$ cat src/rtl/f56_pkg.sv
// Shared definitions for the FALC56 command sequencer: engine register map,
// command-byte bit positions, status codes and the sequencer state encoding.
package f56_pkg;

    localparam logic [31:0] REG_STATUS = 32'h0000_0000;
    localparam logic [31:0] REG_RDATA  = 32'h0000_0004;
    localparam logic [31:0] REG_CMD    = 32'h0000_0008;

    localparam int CMD_RST = 7;
    localparam int CMD_CS  = 6;
    localparam int CMD_WR  = 3;
    localparam int CMD_ALE = 2;

    localparam logic [7:0] ST_IDLE = 8'h01;

    typedef enum logic [2:0] {
        S_IDLE,
        S_SNAP,
        S_ISSUE,
        S_POLL,
        S_FETCH
    } seq_state_e;

    typedef struct packed {
        logic [31:0] add;
        logic [31:0] data;
        logic        we;
    } wb_req_t;

    // Engine counters only ever move forward, so any change from the snapshot
    // means our command finished; inequality also covers the 8'hFF -> 8'h00 wrap.
    function automatic logic poll_done(input logic [7:0]  cmd,
                                       input logic [15:0] status,
                                       input logic [7:0]  wcnt,
                                       input logic [7:0]  rcnt);
        if (cmd[CMD_RST])
            return status[7:0] == ST_IDLE;
        else if (cmd[CMD_WR])
            return status[15:8] != wcnt;
        else
            return status[7:0] != rcnt;
    endfunction

endpackage

$ cat src/rtl/f56_sync_fifo.sv
// Single-clock FIFO with register-array storage; head word is read straight
// from the array so the pop side always sees registered data.
module f56_sync_fifo #(
    parameter int WIDTH = 8,
    parameter int DEPTH = 16
) (
    input  logic             clk,
    input  logic             rst,
    input  logic             push,
    input  logic [WIDTH-1:0] wdata,
    input  logic             pop,
    output logic [WIDTH-1:0] rdata,
    output logic             full,
    output logic             empty
);

    localparam int AW = $clog2(DEPTH);

    logic [WIDTH-1:0] mem [DEPTH];
    logic [AW-1:0]    wr_ptr;
    logic [AW-1:0]    rd_ptr;
    logic [AW:0]      count;
    logic             do_push;
    logic             do_pop;

    assign full    = (count == (AW+1)'(DEPTH));
    assign empty   = (count == '0);
    assign do_pop  = pop && !empty;
    // A pop in the same cycle frees the slot, so a full FIFO still takes the push.
    assign do_push = push && (!full || do_pop);

    always_ff @(posedge clk or posedge rst) begin
        if (rst) begin
            wr_ptr <= '0;
            rd_ptr <= '0;
            count  <= '0;
        end else begin
            if (do_push)
                wr_ptr <= wr_ptr + 1'b1;
            if (do_pop)
                rd_ptr <= rd_ptr + 1'b1;
            if (do_push && !do_pop)
                count <= count + 1'b1;
            else if (do_pop && !do_push)
                count <= count - 1'b1;
        end
    end

    always_ff @(posedge clk) begin
        if (do_push)
            mem[wr_ptr] <= wdata;
    end

    assign rdata = empty ? '0 : mem[rd_ptr];

endmodule

$ cat src/rtl/f56_cmd_sequencer.sv
// Wishbone master that drains queued FALC56 commands into the register-bus
// engine, polls for completion and queues read-back bytes for the host.
module f56_cmd_sequencer
    import f56_pkg::*;
#(
    parameter int CMD_DEPTH   = 16,
    parameter int RES_DEPTH   = 16,
    parameter int TIMEOUT_CYC = 1023,
    parameter int GAP_CYC     = 2
) (
    input  logic        PHY_CLK33_I,
    input  logic        PHY_RST_I,
    input  logic        CMD_WR_I,
    input  logic [31:0] CMD_DATA_I,
    output logic        CMD_FULL_O,
    input  logic        RES_RD_I,
    output logic [7:0]  RES_DATA_O,
    output logic        RES_EMPTY_O,
    output logic        BUSY_O,
    output logic        ERR_O,
    input  logic        ERR_CLR_I,
    output logic [31:0] WB_ADD_O,
    output logic [31:0] WB_DATA_O,
    input  logic [31:0] WB_DATA_I,
    output logic        WB_STB_O,
    output logic        WB_WE_O,
    input  logic        WB_ACK_I,
    input  logic        WB_VALID_I
);

    localparam int TMO_W = $clog2(TIMEOUT_CYC + 1);
    localparam int GAP_W = $clog2(GAP_CYC + 1);
    localparam logic [GAP_W-1:0] GAP_RLD = GAP_W'(GAP_CYC - 1);

    seq_state_e       state;
    seq_state_e       state_nxt;
    wb_req_t          req_nxt;
    wb_req_t          req_q;
    logic [31:0]      cmd_head;
    logic [31:0]      cmd_word;
    logic             cmd_empty;
    logic             cmd_pop;
    logic             res_full;
    logic             res_push;
    logic [7:0]       wcnt;
    logic [7:0]       rcnt;
    logic             stb;
    logic [GAP_W-1:0] gap_cnt;
    logic [TMO_W-1:0] tmo_cnt;
    logic             want_acc;
    logic             acc_done;
    logic             poll_ok;
    logic             tmo_hit;
    logic             err;
    logic             unused_wb_hi;

    assign unused_wb_hi = ^WB_DATA_I[31:16];

    f56_sync_fifo #(.WIDTH(32), .DEPTH(CMD_DEPTH)) u_cmd_fifo (
        .clk   (PHY_CLK33_I),
        .rst   (PHY_RST_I),
        .push  (CMD_WR_I),
        .wdata (CMD_DATA_I),
        .pop   (cmd_pop),
        .rdata (cmd_head),
        .full  (CMD_FULL_O),
        .empty (cmd_empty)
    );

    f56_sync_fifo #(.WIDTH(8), .DEPTH(RES_DEPTH)) u_res_fifo (
        .clk   (PHY_CLK33_I),
        .rst   (PHY_RST_I),
        .push  (res_push),
        .wdata (WB_DATA_I[7:0]),
        .pop   (RES_RD_I),
        .rdata (RES_DATA_O),
        .full  (res_full),
        .empty (RES_EMPTY_O)
    );

    assign acc_done = stb && (req_q.we ? WB_ACK_I : WB_VALID_I);
    assign poll_ok  = poll_done(cmd_word[31:24], WB_DATA_I[15:0], wcnt, rcnt);
    // A completing poll in the expiry cycle still counts as success.
    assign tmo_hit  = (state == S_POLL) && (tmo_cnt == TMO_W'(TIMEOUT_CYC))
                      && !(acc_done && poll_ok);

    always_ff @(posedge PHY_CLK33_I or posedge PHY_RST_I) begin
        if (PHY_RST_I)
            state <= S_IDLE;
        else
            state <= state_nxt;
    end

    always_comb begin
        state_nxt = state;
        want_acc  = 1'b0;
        req_nxt   = '0;
        cmd_pop   = 1'b0;
        res_push  = 1'b0;
        case (state)
            S_IDLE: begin
                if (!cmd_empty) begin
                    cmd_pop   = 1'b1;
                    state_nxt = S_SNAP;
                end
            end
            S_SNAP: begin
                want_acc = 1'b1;
                req_nxt  = '{add: REG_STATUS, data: 32'h0, we: 1'b0};
                if (acc_done)
                    state_nxt = S_ISSUE;
            end
            S_ISSUE: begin
                want_acc = 1'b1;
                req_nxt  = '{add: REG_CMD, data: cmd_word, we: 1'b1};
                if (acc_done)
                    state_nxt = S_POLL;
            end
            S_POLL: begin
                want_acc = !tmo_hit;
                req_nxt  = '{add: REG_STATUS, data: 32'h0, we: 1'b0};
                if (acc_done && poll_ok)
                    state_nxt = (cmd_word[24+CMD_RST] || cmd_word[24+CMD_WR]) ? S_IDLE : S_FETCH;
                else if (tmo_hit)
                    state_nxt = S_IDLE;
            end
            S_FETCH: begin
                // No access is started while the host has not made room.
                want_acc = !res_full;
                req_nxt  = '{add: REG_RDATA, data: 32'h0, we: 1'b0};
                if (acc_done) begin
                    res_push  = 1'b1;
                    state_nxt = S_IDLE;
                end
            end
            default: state_nxt = S_IDLE;
        endcase
    end

    // Bus engine: one access at a time, then GAP_CYC cycles of STB low.
    always_ff @(posedge PHY_CLK33_I or posedge PHY_RST_I) begin
        if (PHY_RST_I) begin
            stb     <= 1'b0;
            gap_cnt <= '0;
            req_q   <= '0;
        end else if (stb) begin
            if (acc_done || tmo_hit) begin
                stb     <= 1'b0;
                gap_cnt <= GAP_RLD;
            end
        end else if (gap_cnt != '0) begin
            gap_cnt <= gap_cnt - 1'b1;
        end else if (want_acc) begin
            stb   <= 1'b1;
            req_q <= req_nxt;
        end
    end

    always_ff @(posedge PHY_CLK33_I or posedge PHY_RST_I) begin
        if (PHY_RST_I) begin
            cmd_word <= '0;
            wcnt     <= '0;
            rcnt     <= '0;
            tmo_cnt  <= '0;
            err      <= 1'b0;
        end else begin
            if (cmd_pop)
                cmd_word <= cmd_head;
            if (state == S_SNAP && acc_done) begin
                wcnt <= WB_DATA_I[15:8];
                rcnt <= WB_DATA_I[7:0];
            end
            if (state != S_POLL && state_nxt == S_POLL)
                tmo_cnt <= '0;
            else if (state == S_POLL)
                tmo_cnt <= tmo_cnt + 1'b1;
            if (tmo_hit)
                err <= 1'b1;
            else if (ERR_CLR_I)
                err <= 1'b0;
        end
    end

    assign WB_STB_O  = stb;
    assign WB_ADD_O  = req_q.add;
    assign WB_DATA_O = req_q.data;
    assign WB_WE_O   = req_q.we;
    assign ERR_O     = err;
    assign BUSY_O    = (state != S_IDLE) || !cmd_empty;

endmodule

$ cat config.mk
export PLATFORM = sky130hd
export DESIGN_NAME = f56_cmd_sequencer
export DESIGN_NICKNAME = d
export VERILOG_FILES = /design/src/rtl/f56_pkg.sv /design/src/rtl/f56_sync_fifo.sv /design/src/rtl/f56_cmd_sequencer.sv
export SDC_FILE = /design/constraint.sdc
export NUM_CORES = 1
export LEC_CHECK = 0
export BUFFER_PORTS_ARGS = -buffer_cell sky130_fd_sc_hd__buf_2
export CORE_UTILIZATION = 54
export CTS_CLUSTER_SIZE = 24
export DETAILED_ROUTE_END_ITERATION = 8
export GPL_TIMING_DRIVEN = 0
export MAX_ROUTING_LAYER = met4
export PLACE_DENSITY = 0.8
export RECOVER_POWER = 50
export SYNTH_ARGS = -nofsm -noshare
export SYNTH_HDL_FRONTEND = slang
export SYNTH_SLANG_ARGS = --single-unit
$ cat constraint.sdc
create_clock -name PHY_CLK33_I -period 5.25 [get_ports PHY_CLK33_I]
set_input_delay 0.2625 -clock PHY_CLK33_I [delete_from_list [all_inputs] [get_ports PHY_CLK33_I]]
set_output_delay 0.2625 -clock PHY_CLK33_I [all_outputs]
set_load 0.1 [all_outputs]
After elaboration in Yosys (flattened, before gate mapping)
Memory sizes are Yosys's and may differ from the RTL's. A register that Yosys moved wholly into a read port is not among the register bits.
Index checks and enable logic that the tools add are counted.
{ "classes": {"reduce_logical": 42, "addsub": 10, "bitwise": 2, "n_eq_ne": 13, "muxes": 37} }
{ "op_table": {"columns": ["operator", "count"], "rows": [
  ["37-bit one-hot mux with 2 select lines", 1],
  ["3-bit 2-to-1 mux", 7],
  ["10-bit 2-to-1 mux", 2],
  ["5-bit 2-to-1 mux", 4],
  ["1-bit 2-to-1 mux", 17],
  ["4-bit by 1-bit adder with 4-bit output, second input constant", 4],
  ["8-bit inequality test", 2],
  ["3-bit one-hot mux with 5 select lines", 1],
  ["1-bit logical AND", 14],
  ["2-bit nonzero test", 6],
  ["10-bit by 1-bit adder with 10-bit output, second input constant", 1],
  ["5-bit by 1-bit adder with 5-bit output, second input constant", 2],
  ["10-bit equality test, second input constant", 1],
  ["5-bit equality test, second input constant", 2],
  ["1-bit logical NOT", 10],
  ["5-bit logical NOT", 2],
  ["5-bit by 1-bit subtractor with 5-bit output, second input constant", 2],
  ["3-bit by 2-bit equality test with 1-bit output, second input constant", 3],
  ["8-bit by 1-bit equality test with 1-bit output, second input constant", 1],
  ["8-bit 2-to-1 mux", 1],
  ["2-bit 2-to-1 mux", 3],
  ["1-bit logical OR", 5],
  ["3-bit by 1-bit equality test with 1-bit output, second input constant", 1],
  ["3-bit equality test, second input constant", 1],
  ["10 further kinds", 11]
]} }
{ "totals": {"out_inout_bits": 78, "mem_count": 2, "regBits": 124, "mem_bits_rw": 640, "in_bits": 71, "elab_cells": 122} }
{ "mem_list": {"columns": ["memory", "words", "word_bits", "rd", "rd_clocked_by_memory_dff", "write_ports", "line", "source"], "rows": [
  ["u_cmd_fifo.mem", 16, 32, 1, 1, 1, "f56_sync_fifo.sv:19", "logic [WIDTH-1:0] mem [DEPTH];"],
  ["u_res_fifo.mem", 16, 8, 1, 0, 1, "f56_sync_fifo.sv:19", null]
]} }

Logic depth before layout (Yosys ltp)
Gate-level depths: netlist of run 1.
{ "logic_depth": {"depth_word": 12, "mapped_depth": 14, "mapped_depth_nobuf": 12} }

By module
Synthesis of run 1 repeated with hierarchy kept, for this count alone.
{ "hier_totals": {"hier_cells": 1513, "area_unflattened_um2": 30436.7} }
{ "modules_own_cells": {"columns": ["module", "seq_area_each_um2", "cells_each", "n_inst", "area_each_um2"], "rows": [
  ["f56_sync_fifo (u_cmd_fifo)", 15700.1, 874, 1, 20282.0],
  ["f56_sync_fifo (u_res_fifo)", 4169.0, 298, 1, 5756.8],
  ["f56_cmd_sequencer", 2477.4, 341, 1, 4398.0]
]} }

Worst setup path before layout of run 1
Ideal clock, no wire load.
{ "synth_path": {"kind": "register to register", "from": "reg state[1]", "to": "mem u_cmd_fifo.mem[3][0] (enable)", "t_required_ns": 4.789, "n_path_buf": 2, "arrival_time_ns": 3.545, "setup_time_ns": 0.461, "path_slack_ns": 1.245, "stages_incl_launch_ff": 7, "synth_period_minus_slack_ns": 4.005, "cell_sequence": "dfrtp_1 buf_2 nor3_1 o21a_1 clkbuf_1 nand2_1 nor3_1"} }
{ "synth_via": {"elab_chain_len": 7} }
{ "synth_rtl": {"columns": ["element", "line", "source"], "rows": [
  ["from (decl)", "f56_cmd_sequencer.sv:35", "seq_state_e state;"],
  ["from (signal assigned)", "f56_cmd_sequencer.sv:91", "state <= state_nxt;"],
  ["3-bit logical NOT", "f56_cmd_sequencer.sv:100", "case (state)"],
  ["1-bit 2-to-1 mux", "f56_cmd_sequencer.sv:100", null],
  ["1-bit logical AND", "f56_sync_fifo.sv:28", "assign do_pop = pop && !empty;"],
  ["1-bit logical OR", "f56_sync_fifo.sv:30", "assign do_push = push && (!full || do_pop);"],
  ["1-bit logical AND", "f56_sync_fifo.sv:30", null],
  ["net u_cmd_fifo.do_push", "f56_sync_fifo.sv:23", "logic do_push;"],
  ["1-bit 2-to-1 mux", "f56_sync_fifo.sv:50", "if (do_push)"],
  ["1-bit 2-to-1 mux (implied by the code)", "f56_sync_fifo.sv:51", "mem[wr_ptr] <= wdata;"],
  ["to (decl)", "f56_sync_fifo.sv:19", null]
]} }
The timed path passes the listed nets, and every way through them passes these cells.

==> results.md, run 1 <==
- Clock transition at path regs: roughly 60 ps
- Number of port buffers: 102
- Fin crit period: between 3000 and 4000 ps
- Fraction of layout instances using a drive strength above 1: ~22%
- Initial core utilization: 54.56%
- Synthesized flop and latch total: about 770
- Largest net degree at the start of global routing: 80
- Syn Std Cell Area: 0.03000 mm^2
- Type of the worst setup path: in2async
- Number of DRC violations after detailed-routing iteration 0: ~2000
- Final weighted congestion in routability-driven placement: between 0.8 and 0.9
- Failing checks: max-capacitance violations, max-slew violations
- Crit end category: asynchronous set/reset pin
- Vias per cell: 6.189
- Core area: ~0.055 mm^2
- Final Hold Viols: 0
- Antenna violations before repair: 3
- Synth-to-layout area growth: 16.39%
- Area after detailed placement: between 0.03 and 0.04 mm^2
- Total non-filler cell area in the finished layout: approximately 0.035 mm^2
- Leading register cell type out of synthesis: sky130_fd_sc_hd__edfxtp_1
- Final std cells w/o fill: 2635
- Path category of the worst min-delay check: in2reg
- Layout fillers: 3604
- Post-cts sizing count: 0
- Clock power frac: around 27%
- Final setup violation count: 0
- Part of the Yosys area used for sequential elements: 74.48%
- Tot GR Track Use: 25.99%
- # Post-CTS Setup Buffers: 0
- Sequence of cells on the critical path: dlygate4sd3_1, clkbuf_1, clkinvlp_2, clkbuf_2
- Kind of start point of the critical path: input pin
- Number of synthesized flops with an enable pin: 640
- Fmax achieved: around 0.28 GHz
- Remaining number of nets flagged by the antenna check after routing: 0
- Congestion Overflow GR: 0
- Post-detailed-placement half-perimeter wirelength: ~42000 um
- Clock skew after layout: between 50 and 60 ps
- Clk Tree Root Cell: sky130_fd_sc_hd__clkbuf_16
- Final-stage net count: around 1900
- Worst path setup slack after routing: between 1500 and 2000 ps
- Final wirelength: a little under 70000 um
- Worst Path Max Fanout: 79
- WP data arrival: a little under 4000 ps
- Synthesis Warnings: 0
- Total area of multi-input combinational cells: around 0.007 mm^2
- Top cell family by delay on the critical path: buffers and inverters
- TritonCTS clock tree: yes
- Leakage power: about 12 nW
- Width of the die: 237.7 um
- Maximum root-to-sink buffer count: 3
- Setup repair after global routing missed its margin: no
- Share of async-settable or async-resettable flops after synthesis: between 10% and 20%
- Ports placed on the boundary: about 150
- Max Slew Vio Count: roughly 130
- Worst Max-Slew Pin Slew: around 2400 ps
- Part of the total power dissipated in combinational logic: between 30 and 40%
- Total number of vias: 16310
- Cts-stage hold buffer count: 39
- Die Y-Extent: about 240 um
- Peak per-stage delay on the critical path: roughly 1600 ps
- MaxCap Viol Count: 2
- First-pass GRT wire length: ~100000 um
- Htree depth: 3
- Final clock period utilization by the worst path: 67.86%
- Switching power total: approximately 7 mW
- Via count of the first global-routing pass: about 17000
- Rows: 86
- Number of remaining DRC errors: 0
- Cell count after synthesis: about 1500
- Total chip power: a little under 20 mW
- Reg area: roughly 0.022 mm^2
- WP data required: roughly 5600 ps
- Result of the run: finished with violations
- Synth cell types: 50
- Worst-case vdd ir drop: approximately 430 uV
- Routed length per placed instance: around 26 um
- Cell count after placement: 2454
- Internal Power: about 13 mW
- Power per unit of standard cell area: about 560 mW/mm^2
- Total buffers and inverters traversed by the critical path: 4
- Slowest stage cell on the critical path: sky130_fd_sc_hd__clkbuf_2
- Pre-CTS worst setup slack: between 1500 and 2000 ps
- Source-to-sink clock delay at the later pin of the worst-skew pair: about 630 ps
- Syn_area_per_cell: 19.41 um^2
- Number of buffers created by CTS: 75
- Max-slew headroom at the worst pin: -59.84%
- Sequential Power Share: 39.7%
- Number of sinks on the clock net: about 770
- Die area: around 0.057 mm^2
- Switching portion of total power: a little over a third
- Pre-antenna DRT Iters: 8
[through the flow]
step	hold slack [ps]	utilization [%]	TNS [ps]
floorplan	361.4	-	0
global placement	452.2	57.39	-167830
CTS	4.846	63.66	0
detailed placement	332.0	58.47	0
finish	90.46	63.51	0
global route	113.1	63.51	0
[state kept, by name, indices dropped and copies added, names as in the netlist, 2 cells and up]
register,cells
u_res_fifo.mem,128
u_res_fifo.rd_ptr,4
u_cmd_fifo.wr_ptr,4
WB_DATA_O,32
tmo_cnt,10
cmd_word,32
u_res_fifo.wr_ptr,4
u_cmd_fifo.mem,512
u_cmd_fifo.count,5
wcnt,8
u_cmd_fifo.rd_ptr,4
gap_cnt,2
rcnt,8
u_res_fifo.count,5
state,3
[kinds of logic (layout without fill, tap and decap cells)]
group,after synthesis,count (layout),synth area share [%]
flops,765,765,74.48
mux,227,227,13.60
compound gates,209,209,4.946
simple gates,149,149,2.398
buf+inv,132,441,2.398
xor+xnor,41,41,1.197
fa+ha+maj,22,22,0.9676
other cells,1,33,0.01250
[layout make-up]
cell class	count	area share, %
Inverter	17	0.1863
Buffer	115	1.874
Clock buffer	108	6.109
Multi-Input combinational cell	678	20.50
Clock inverter	30	0.9424
Timing Repair Buffer	171	3.687
Tap cell	748	2.680
Antenna cell	3	0.02150
Sequential cell	765	64.00
[worst min-delay path: cells and delay by family]
kind	cells	cell delay, ps
and+or+nand+nor	3	310
buffers and inverters	1	110
[worst paths after layout]
| check | from | end | slack (ps) | depth (start not counted) |
|---|---|---|---|---|
| min in group asynchronous | PHY_RST_I | WB_DATA_O[26] | 780 | 3 |
| setup / recovery | PHY_RST_I | cmd_word[21] | 1690 | 4 |
| hold / removal | RES_RD_I | u_res_fifo.rd_ptr[1] | 90 | 4 |
| hold reg to reg | cmd_word[26] | WB_DATA_O[26] | 470 | 1 |
| setup reg to reg | u_cmd_fifo.count[0] | u_cmd_fifo.count[4] | 1750 | 14 |
| max in group PHY_CLK33_I | u_res_fifo.rd_ptr[1] | RES_DATA_O[7] | 1720 | 6 |
[cell usage after synthesis (all sizes together) (29+ instances only)]
master  instances  share of area [%]
a22o           32               0.93
o21ai          44               0.73
edfxtp        640                 64
clkbuf         42               0.53
nor2           39               0.50
mux2i          61                2.0
buf            73                1.7
xnor2          37                1.1
a21o           33               0.83
nand2          44               0.55
mux4          142                 11
dfrtp         125                 10
o221ai         29               0.85
o22ai          30               0.63
[cells in the final DEF, fill, tap and decap left out, types with 20 or more instances in the layout]
master	instances
sky130_fd_sc_hd__mux4_2	142
sky130_fd_sc_hd__dlygate4sd3_1	39
sky130_fd_sc_hd__buf_2	60
sky130_fd_sc_hd__buf_4	37
sky130_fd_sc_hd__nor2_1	26
sky130_fd_sc_hd__a22o_1	32
sky130_fd_sc_hd__mux2i_1	61
sky130_fd_sc_hd__edfxtp_1	640
sky130_fd_sc_hd__a211oi_1	28
sky130_fd_sc_hd__o21ai_1	37
sky130_fd_sc_hd__a21o_1	33
sky130_fd_sc_hd__dfrtp_1	125
sky130_fd_sc_hd__buf_6	24
sky130_fd_sc_hd__xnor2_1	37
sky130_fd_sc_hd__o221ai_1	29
sky130_fd_sc_hd__conb_1	30
sky130_fd_sc_hd__clkbuf_1	126
sky130_fd_sc_hd__clkbuf_16	77
sky130_fd_sc_hd__nand2_1	44
sky130_fd_sc_hd__o22ai_1	30
sky130_fd_sc_hd__ha_1	20
[per-layer routing]
layer / global-route usage (%) / part of all wire (%) / vias to the layer above
li1: - / - / 6748
met1: 33.85 / 38 / 8415
met2: 41.19 / 50 / 959
met3: 4.576 / 8.6 / 187
met5: - / 0 / -
met4: 10.01 / 3.5 / 0
[power by group through the flow]
stage	registers [mW]	clock network [mW]	logic [mW]
after floorplan	8.32	0	4.16
after global placement	7.87	0	6.00
after detailed placement	7.88	0	6.35
after CTS	7.77	5.39	6.49
after global routing	7.84	5.61	6.81
final	7.78	5.34	6.48
(Power assumes the default switching activity.)
==> run 2: changes to the inputs <==
--- a/config.mk
+++ b/config.mk
@@ -5,6 +5,7 @@
 export SDC_FILE = /design/constraint.sdc
 export NUM_CORES = 1
 export LEC_CHECK = 0
+export ABC_AREA = 1
 export BUFFER_PORTS_ARGS = -buffer_cell sky130_fd_sc_hd__buf_2
 export CORE_UTILIZATION = 54
 export CTS_CLUSTER_SIZE = 24
==> constraint.sdc (replaced) <==
create_clock -name PHY_CLK33_I -period 3.4 [get_ports PHY_CLK33_I]
set_input_delay 0.17 -clock PHY_CLK33_I [delete_from_list [all_inputs] [get_ports PHY_CLK33_I]]
set_output_delay 0.17 -clock PHY_CLK33_I [all_outputs]
set_load 0.1 [all_outputs]
==> run 2 against run 1 <==
  * The flow still finishes with violations (max-capacitance violations, max-slew violations)
  * Die area increased by 3.1%
  * Power rose by 74%
  * Global-route usage up 4.1 points
  * Final cell count up 38%
==> results.md, run 2 <==
- Result of the run: finished with violations
- Failing checks: max-capacitance violations, max-slew violations
- Initial core utilization: 54.78% (+0.22 points)
- Power per unit of standard cell area: 949.4 mW/mm^2 (+69%)
- Number of DRC violations after detailed-routing iteration 0: 3477 (+71%)
- Syn_area_per_cell: 12.21 um^2 (-37%)
- Die Y-Extent: 241.4 um (+1.6%)
- Fraction of layout instances using a drive strength above 1: 10.70% (-11 points)
- Fmax achieved: approximately 0.30 GHz
- Minimum setup slack among reg-to-reg paths: 280 ps (-1470 ps)
- Remaining number of nets flagged by the antenna check after routing: 0 (unchanged)
- Endpoint of the most critical register-to-register path: u_res_fifo.count[4]
- Fin crit period: about 3400 ps
- Leading register cell type out of synthesis: sky130_fd_sc_hd__edfxtp_1
- Synthesis Warnings: 0 (unchanged)
- Number of remaining DRC errors: 0 (unchanged)
- Final setup violation count: 0 (unchanged)
- Cell count after synthesis: 2535 (+64%)
- Congestion Overflow GR: 0 (unchanged)
- Clock transition at path regs: 60 ps (about the same)
- Core area: 0.05650 mm^2 (+2.7%)
- Pre-antenna DRT Iters: 9 (+1)
- Reg-to-reg critical path startpoint: u_res_fifo.count[0]
- Area after detailed placement: 0.03305 mm^2 (+2.8%)
- Final std cells w/o fill: 3630 (+38%)
- Total number of vias: 22400 (+37%)
- First-pass GRT wire length: 126100 um (+22%)
- Antenna violations before repair: 3 (unchanged)
- Final Hold Viols: 0 (unchanged)
- Leakage power: 12.82 nW (+5.2%)
- Total non-filler cell area in the finished layout: 0.03588 mm^2 (+2.8%)
- Number of port buffers: 102 (unchanged)
- Routed length per placed instance: 23.52 um (-11%)
- Clock skew after layout: 33.71 ps (-16.37 ps)
- Crit end category: primary output
- Startpoint of the most critical setup path: u_res_fifo.rd_ptr[1]
- Number of synthesized flops with an enable pin: 640 (unchanged)
- Cell count after placement: 3441 (+40%)
- Kind of start point of the critical path: flip-flop
- Maximum root-to-sink buffer count: 3 (unchanged)
- Number of sinks on the clock net: 765 (unchanged)
- Synth-to-layout area growth: 15.93%
- Worst hold stages: 6 (+2)
- Largest register FFs: 512 (unchanged)
- Dominant cell type by area after synthesis: sky130_fd_sc_hd__edfxtp_1
- Ports placed on the boundary: 149 (unchanged)
- Most frequent cell after synthesis: sky130_fd_sc_hd__edfxtp_1
- Final design utilization: 63.51% (about the same)
- Final clock period utilization by the worst path: around 100%
- Worst Path Max Fanout: 10 (-87%)
- Setup repair after global routing missed its margin: no
- Share of async-settable or async-resettable flops after synthesis: 16.34% (unchanged)
- Vias per cell: 6.171 (-0.29%)
- Largest registers: u_cmd_fifo.mem x512, u_res_fifo.mem x128
- Worst Max-Slew Pin Slew: 1863 ps (-521.8 ps)
- Source-to-sink clock delay at the later pin of the worst-skew pair: 630 ps (about the same)
- Commonest non-fill, non-tap cell in the layout: sky130_fd_sc_hd__edfxtp_1
- Max-slew headroom at the worst pin: -24.18% (+36 points)
- Number of buffers created by CTS: 76 (+1.3%)
- Rows: 87 (+1.2%)
- Clk Tree Root Cell: sky130_fd_sc_hd__clkbuf_16
- Cells on worst reg2reg path: 14 (unchanged)
- Synth cell types: 47 (-6.0%)
- Largest register by flop count: u_cmd_fifo.mem
- MaxCap Viol Count: 1 (-1)
- Die area: 0.05828 mm^2 (+3.1%)
- Syn Std Cell Area: 0.03095 mm^2 (+3.2%)
- Width of the die: 241.4 um (+1.6%)
- Worst-case vdd ir drop: 697.7 uV (+63%)
- Tot GR Track Use: 30.08% (+4.1 points)
- Type of the worst setup path: reg2out
- Part of the Yosys area used for sequential elements: 72.20% (-2.3 points)
- Path category of the worst min-delay check: in2reg
- Htree depth: 3 (unchanged)
- Post-detailed-placement half-perimeter wirelength: 54760 um (+29%)
- Final weighted congestion in routability-driven placement: 0.8936 (+11%)
- WP data required: 3230 ps (-2320 ps)
- Top cells by area, synth: sky130_fd_sc_hd__edfxtp_1 (62%), sky130_fd_sc_hd__dfrtp_1 (10%), sky130_fd_sc_hd__o21ai_0 (6.2%)
- TritonCTS clock tree: yes
- Final-stage net count: 2906 (+52%)
- Final wirelength: 85390 um (+23%)
- Max Slew Vio Count: 42 (-67%)
- Post-synth top area share: 62.09% (-2.0 points)
- Worst Hold End: state[2]
- HP Start: WB_ACK_I
- WP data arrival: 3220 ps (-650 ps)
- Via count of the first global-routing pass: 21720 (+30%)
- Synthesized flop and latch total: 765 (unchanged)
- Most frequent cells in the layout: sky130_fd_sc_hd__edfxtp_1 (640), sky130_fd_sc_hd__nor2_1 (443), sky130_fd_sc_hd__o21ai_0 (386)
- Largest net degree at the start of global routing: 43 (-46%)
- Commonest cells in the synthesized netlist: sky130_fd_sc_hd__edfxtp_1 (640), sky130_fd_sc_hd__nor2_1 (460), sky130_fd_sc_hd__o21ai_0 (386), sky130_fd_sc_hd__nand2_1 (273), sky130_fd_sc_hd__o22ai_1 (155)
-- run 2: cell types whose count changed after synthesis, moves of 32 or more --
cell / change
sky130_fd_sc_hd__nand2_1: +229
sky130_fd_sc_hd__inv_1: +58
sky130_fd_sc_hd__o21ai_0: +379
sky130_fd_sc_hd__mux4_2: -142
sky130_fd_sc_hd__nor2_1: +422
sky130_fd_sc_hd__clkbuf_1: +50
sky130_fd_sc_hd__mux2i_1: -61
sky130_fd_sc_hd__a22o_1: -32
sky130_fd_sc_hd__nand2_2: +43
sky130_fd_sc_hd__xnor2_1: -34
sky130_fd_sc_hd__o22ai_1: +125
-- run 2: logic make-up after synthesis --
group | Yosys count | share of synthesized area [%]
simple gates | 837 | 11.02
flops | 765 | 72.20
compound gates | 635 | 11.38
buf+inv | 253 | 3.828
xor+xnor | 22 | 0.6226
fa+ha+maj | 22 | 0.9379
other cells | 1 | 0.01212
-- run 2: timing repair --
action,CTS,global route
endpoints found under the hold margin,638,0
setup endpoints to repair,0,1
hold buffers,50,0
buffers inserted,0,0
gates resized for setup,0,3
-- run 2: area by class of cell --
type / instances / area, um^2
fillers: 4026 / 20610
inverters: 78 / 294.0
clock inverters: 36 / 376.6
diodes: 4 / 10.01
clock buffers: 99 / 2047
repair buffers: 171 / 1321
multi-input cells: 1546 / 7649
well taps: 756 / 945.9
plain buffers: 175 / 892.1
flip-flops and latches: 765 / 22350
-- run 2: worst max path at each step --
stage	slack, ps	endpoint	cells past startpoint
2_1_floorplan	140	RES_DATA_O[0]	4
3_3_place_gp	-1380	u_cmd_fifo.mem[8][10]	8
3_5_place_dp	330	u_res_fifo.count[4]	14
4_1_cts	140	RES_DATA_O[4]	7
5_1_grt	0.1	RES_DATA_O[4]	7
6_report	10	RES_DATA_O[4]	7
-- run 2: critical path, cell delays in order (launching register included) --
cell and delay (ps):
sky130_fd_sc_hd__dfrtp_1 500, sky130_fd_sc_hd__inv_1 250, sky130_fd_sc_hd__clkbuf_1 400, sky130_fd_sc_hd__o21ai_0 200, sky130_fd_sc_hd__o221ai_1 280, sky130_fd_sc_hd__nand3_1 180, sky130_fd_sc_hd__a21oi_1 280, sky130_fd_sc_hd__buf_2 480
-- run 2: stage by stage --
step / total power, mW / worst slack (ps) / setup TNS, ps / hold slack (ps)
finish: 34.07 / 14.62 / 0 / 167.4
global placement: 24.68 / -1385 / -653790 / 363.8
detailed placement: 25.37 / 334.8 / 0 / 83.17
floorplan: 20.98 / 143.6 / 0 / 268.9
CTS: 33.65 / 139.6 / 0 / 5.504
global route: 35.23 / 0.1437 / 0 / 238.0
-- run 2: routing by layer --
| metal | GRT usage (%) | up-vias | wire length, um |
|---|---|---|---|
| li1 | - | 9569 | - |
| met1 | 38.47 | 10760 | 30900 |
| met2 | 45.78 | 1778 | 39550 |
| met3 | 7.612 | 294 | 11620 |
| met4 | 12.95 | 0 | 3312 |
| met5 | - | - | 0 |
-- run 2: where the power goes --
group	total, mW	leakage [nW]	switching [mW]	internal [mW]
logic	13.6	4.30	10.3	3.23
registers	12.2	7.34	0.741	11.5
clock network	8.25	1.18	3.58	4.66
